## config.mk

```make
export PLATFORM = sky130hd
export DESIGN_NAME = piso_shift_reg
export DESIGN_NICKNAME = d
export VERILOG_FILES = /design/src/rtl/piso_shift_reg.sv
export SDC_FILE = /design/constraint.sdc
export NUM_CORES = 1
export LEC_CHECK = 0
export CORE_MARGIN = 3
export CORE_UTILIZATION = 45
export CTS_CLUSTER_SIZE = 30
export DETAILED_ROUTE_END_ITERATION = 7
export GPL_TIMING_DRIVEN = 0
export PLACE_DENSITY = 0.73
export SLEW_MARGIN = 20
export SYNTH_ARGS = -nofsm -noshare
export SYNTH_HDL_FRONTEND = slang
export SYNTH_SLANG_ARGS = --single-unit
```

## constraint.sdc

```tcl
create_clock -name clk -period 3.8 [get_ports clk]
set_clock_uncertainty 0.15 [all_clocks]
set_input_delay 0.95 -clock clk [delete_from_list [all_inputs] [get_ports clk]]
set_output_delay 0.95 -clock clk [all_outputs]
set_load 0.05 [all_outputs]
```

## src/rtl/piso_shift_reg.sv

```systemverilog
// Parallel-in, serial-out shifter with a valid/ready load port.
// The shift direction is latched per word. When the last bit of a word is
// shifted out with enable high, a waiting word is accepted on the same edge,
// so consecutive words stream with no idle cycle between them.
module piso_shift_reg #(
  parameter int unsigned MSB = 16
) (
  input  logic           clk,
  input  logic           rstn,
  input  logic           en,
  input  logic           dir,
  input  logic           load_valid,
  output logic           load_ready,
  input  logic [MSB-1:0] load_data,
  output logic           q,
  output logic           q_valid,
  output logic           last,
  output logic           busy
);

  localparam int unsigned CntW = $clog2(MSB);
  localparam logic [CntW-1:0] CntLast = CntW'(MSB - 1);

  typedef enum logic [0:0] {
    StIdle,
    StShift
  } state_e;

  state_e          state_q, state_d;
  logic [MSB-1:0]  shreg_q, shreg_d;
  logic [CntW-1:0] cnt_q, cnt_d;
  logic            dir_q, dir_d;

  logic in_shift;
  logic accept;

  // Output decode: everything follows from the registered word state
  always_comb begin
    in_shift   = (state_q == StShift);
    busy       = in_shift;
    q_valid    = in_shift;
    last       = in_shift && (cnt_q == CntLast);
    // The final enabled beat frees the register for the next word
    load_ready = !in_shift || (en && last);
    q          = in_shift && (dir_q ? shreg_q[0] : shreg_q[MSB-1]);
    accept     = load_valid && load_ready;
  end

  // Next-state: load on accept, shift on enabled beats, drop to idle after last
  always_comb begin
    state_d = state_q;
    shreg_d = shreg_q;
    cnt_d   = cnt_q;
    dir_d   = dir_q;
    if (accept) begin
      state_d = StShift;
      shreg_d = load_data;
      cnt_d   = '0;
      dir_d   = dir;
    end else if (in_shift && en) begin
      if (last) begin
        state_d = StIdle;
        shreg_d = '0;
        cnt_d   = '0;
      end else begin
        shreg_d = dir_q ? {1'b0, shreg_q[MSB-1:1]} : {shreg_q[MSB-2:0], 1'b0};
        cnt_d   = cnt_q + CntW'(1);
      end
    end
  end

  // State registers; reset aborts any word in flight
  always_ff @(posedge clk or negedge rstn) begin
    if (!rstn) begin
      state_q <= StIdle;
      shreg_q <= '0;
      cnt_q   <= '0;
      dir_q   <= 1'b0;
    end else begin
      state_q <= state_d;
      shreg_q <= shreg_d;
      cnt_q   <= cnt_d;
      dir_q   <= dir_d;
    end
  end

endmodule

```

# Word-level counts from Yosys, hierarchy flattened
# Index checks and enable logic that the tools add are counted.
# Widths: inputs -> output; s select.
[classes] add_sub_neg=1 n_reduce_logical=10 eq_ne=1 n_mux=11
[op_table] op="$mux 16" n=4
[op_table] op="$mux 4" n=3
[op_table] op="$logic_and 1x1->1" n=5
[op_table] op="$add 4x1->4 const B" n=1
[op_table] op="$eq 4x4->1 const B" n=1
[op_table] op="$mux 1" n=4
[op_table] op="$reduce_bool 2->1" n=2
[op_table] op="$reduce_and 2->1" n=1
[op_table] op="$logic_not 1->1" n=1
[op_table] op="$logic_or 1x1->1" n=1
[word_totals] input_bits=21 register_bits=22

# Longest topological paths before layout
[depth] depth_word=7 mapped_depth=5 depth_no_buf=4

# Worst setup path before layout
# Ideal clock, no wire load.
[synth_timing] kind="reg-to-output" startpoint="reg state_q, in the netlist busy" endpoint="out q" path_stages_with_launch=4 n_path_buf=1 arrival_time_ns=1.658 path_slack_ns=1.042 path_cell_list="dfrtp_1 -> buf_4 -> inv_1 -> nor2_1"
[synth_between] elab_chain_cells=1
[synth_lines] element="start: declaration" line="29" text="state_e state_q, state_d;"
[synth_lines] element="start signal: assignment" line="75" text="state_q <= StIdle;"
[synth_lines] element="start signal: assignment" line="80" text="state_q <= state_d;"
[synth_lines] element="$logic_and 1x1->1" line="45" text="q = in_shift && (dir_q ? shreg_q[0] : shreg_q[MSB-1]);"
[synth_lines] element="end: declaration" line="15" text="output logic q,"
# No other way between the ends.

# Worst setup path after layout
[layout_timing] startpoint="in en" endpoint="out load_ready"
[layout_between] elab_chain_cells=2
[layout_lines] element="start: declaration" line="10" text="input logic en,"
[layout_lines] element="$logic_and 1x1->1" line="44" text="load_ready = !in_shift || (en && last);"
[layout_lines] element="$logic_or 1x1->1" line="44"
[layout_lines] element="end: declaration" line="13" text="output logic load_ready,"
# No other way between the ends.

==> metrics <==
RR Endpoint shreg_q[8]; Sw Ratio between 30% and 40%; post-synthesis register bit count 22; largest family of logic cells by synthesized area compound AO/OA/AOI/OAI gates; worst stage delay on the critical path between 0.6 and 0.7 ns; FF+latch area 551 um2; first-pass GRT wire length 4660 um; WHS 0.382 ns; core area around 0.0026 mm2; gr usage total 17.1%; CP required ~2.7 ns; num rows 18; share of layout cells above drive strength 1 between 10% and 20%; I/O pin cnt 26; Final min period roughly 3.6 ns; critical path depth 4; H-tree depth 1; TritonRoute pass-1 iters 4; Fin. Hold Viols 0; max_cap viols 0; worst-path maximum fanout 7; crit path buf inv count 2; Adder-Cell Fraction of Synth Area less than 1%; Layout Cells excl Fill 180; Die Ht 59.6 um; register area share after synthesis between 40% and 50%; final core utilization between 60% and 70%; CTS clock-pin slew for the worst setup and hold paths ~0.12 ns; Slew @ Worst Pin 0.502 ns; Area contributors post-synth dfrtp_1, mux2i_1, o221ai_2; WL per Instance about 15 um; CTS tree built; clock sinks 22; Compound-Gate Fraction of Synth Area approximately 20%; vias in the first global route 1020; kind of critical path in2out; f_max 277 MHz; simple-gate share of the synthesized area roughly an eighth; post-synth cell types 28; share of power burned in registers between 40% and 50%; total wire length 2740 um; post-synthesis mux area share 14.7%; die width 59.6 um; Crit path max-delay family buffers and inverters; RSZ-0062 raised after global routing false; Starting Density 49.6%; final setup vio count 0; net switching power roughly 330 uW; Clock Power Share 14.3%; CTS root buffer clkbuf_4; initial antenna violation count 0; Pint ~570 uW; grt total ovfl 0; Syn Area/Cell roughly 11 um2; pre-CTS setup slack -0.0851 ns; post-synthesis xor/xnor area fraction less than 1%; worst setup margin roughly 0.19 ns; reg2reg path depth 5; RD Place Congestion about 0.84; Slew Limit Fails 0; fillers 226; Power per Cell Area 558 mW/mm2; Leak 0.000727 uW; Tot Pwr roughly 900 uW; Post-Syn Nets ~140; nets@finish ~170; Critical Path AT about 2.5 ns; DRC Markers 0; largest net degree at the start of global routing 23; status finished, final reports clean; CTS max path bufs 2; Multi-input gate area 631 um2; Via density between 5 and 6; combinational share of power between 40% and 50%; die area 0.00356 mm2; fin crit share a little over nine tenths; Routed Antenna Nets 0; IO buf count 25; via count about 1000; commonest cells after routing, fill and taps aside clkdlybuf4s50_1, dfrtp_1, nand2_1; initial DRC count 30; HP Class reg2reg; CP Launch Point en; hpwl dp roughly 2100 um; Synth Instances around 120; yosys warns 0; Area growth syn-to-layout 24.5%; reg2reg setup slack 2.05 ns; Synth Cell Area 0.00129 mm2; placed instance count 176; worst vdd ir roughly 430 uV; CP Capture Point load_ready; share of the synthesized area in the top cell type between 40% and 50%; CP Launch Type input port; Ant. Diodes 0; CP endpoint kind primary output; CP Cell Sequence clkdlybuf4s50_1 > and4_4 > nand2b_1 > dlygate4sd2_1; cts bufs inserted 3; FF-to-FF Start cnt_q[0]; cell taking the most area after synthesis dfrtp_1; crit path max-delay cell type clkdlybuf4s50_1; commonest non-fill, non-tap cell in the layout clkdlybuf4s50_1; slew margin rel. between 60% and 70%; Clk Latency, worst-skew pair around 0.3 ns
-- per-stage QoR --
stage,instance area (um2),setup TNS (ns)
finish,1610,0
CTS,1620,0
global route,1610,0
detailed placement,1580,-0.0851
global placement,1580,-0.0714
floorplan,1290,0
-- routing by layer --
| metal | track usage [%] | vias to the layer above | wire length [um] |
|---|---|---|---|
| li1 | - | 495 | - |
| met1 | 23.0 | 504 | 1250 |
| met2 | 28.2 | 13 | 1360 |
| met3 | 3.05 | 2 | 111 |
| met4 | 4.75 | 0 | 15 |
| met5 | 0 | - | 0 |
-- what timing repair did --
action,4_1_cts,5_1_grt
buffers inserted,0,0
hold buffers,0,0
endpoints found under the hold margin,0,0
endpoints found under the setup margin,1,0
gates resized for setup,1,0
-- registers in the layout (all words and copies together), names as in the netlist --
name     count
busy         1
shreg_q     16
cnt_q        4
dir_q        1
-- Yosys cell counts --
cell type and count:
nand4b_1 2, o221ai_2 10, o21ai_1 1, a31o_1 1
nand2b_1 3, mux2i_2 1, nand2_1 17, xor2_1 1
nand4_1 2, ha_1 1, o21ai_4 1, a31oi_1 4
o221ai_1 4, dfrtp_1 22, and4_4 1, mux2i_1 15
o22ai_1 1, mux2_2 1, nor2_1 3, o211ai_1 2
nand3_1 2, and3_1 1, buf_4 5, buf_2 1
inv_1 16, buf_6 1, and2_1 1, mux2_4 1
-- worst min path at each step --
| stage | to | cells after the start | slack (ns) | from |
|---|---|---|---|---|
| 4_1_cts | shreg_q[4] | 2 | 0.39 | shreg_q[4] |
| 6_report | cnt_q[0] | 1 | 0.38 | cnt_q[0] |
| 2_1_floorplan | cnt_q[0] | 1 | 0.32 | cnt_q[0] |
| 5_1_grt | cnt_q[0] | 1 | 0.40 | cnt_q[0] |
| 3_3_place_gp | cnt_q[0] | 1 | 0.35 | cnt_q[0] |
| 3_5_place_dp | shreg_q[12] | 2 | 0.36 | shreg_q[12] |
-- worst reg2reg max path, cell delays in order (launching register included) --
cell,delay (ns)
dfrtp_1,0.43
ha_1,0.25
and4_4,0.21
o21ai_4,0.27
buf_6,0.22
o221ai_2,0.11
-- power groups by stage --
stage	registers (uW)	logic [uW]	clock network, uW
2_1_floorplan	374	300	0
3_3_place_gp	390	376	0
3_5_place_dp	393	388	0
4_1_cts	387	390	135
5_1_grt	402	423	142
6_report	388	383	129
-- kinds of logic after synthesis --
kind of cell,Yosys count
XOR/XNOR,1
AO/OA/AOI/OAI,24
buffers and inverters,23
adder cells (fa/ha/maj),1
flip-flops,22
AND/OR/NAND/NOR,32
multiplexers,18
-- final cells by class --
cell class                 instances  area share (%)
tap                               30            2.33
timing repair buffer              25            15.1
inverter                          16            3.72
multi-input combinational         76            39.1
sequential                        22            34.1
clock buffer                       4            2.25
buffer                             7            3.34
(Power assumes the default switching activity.)
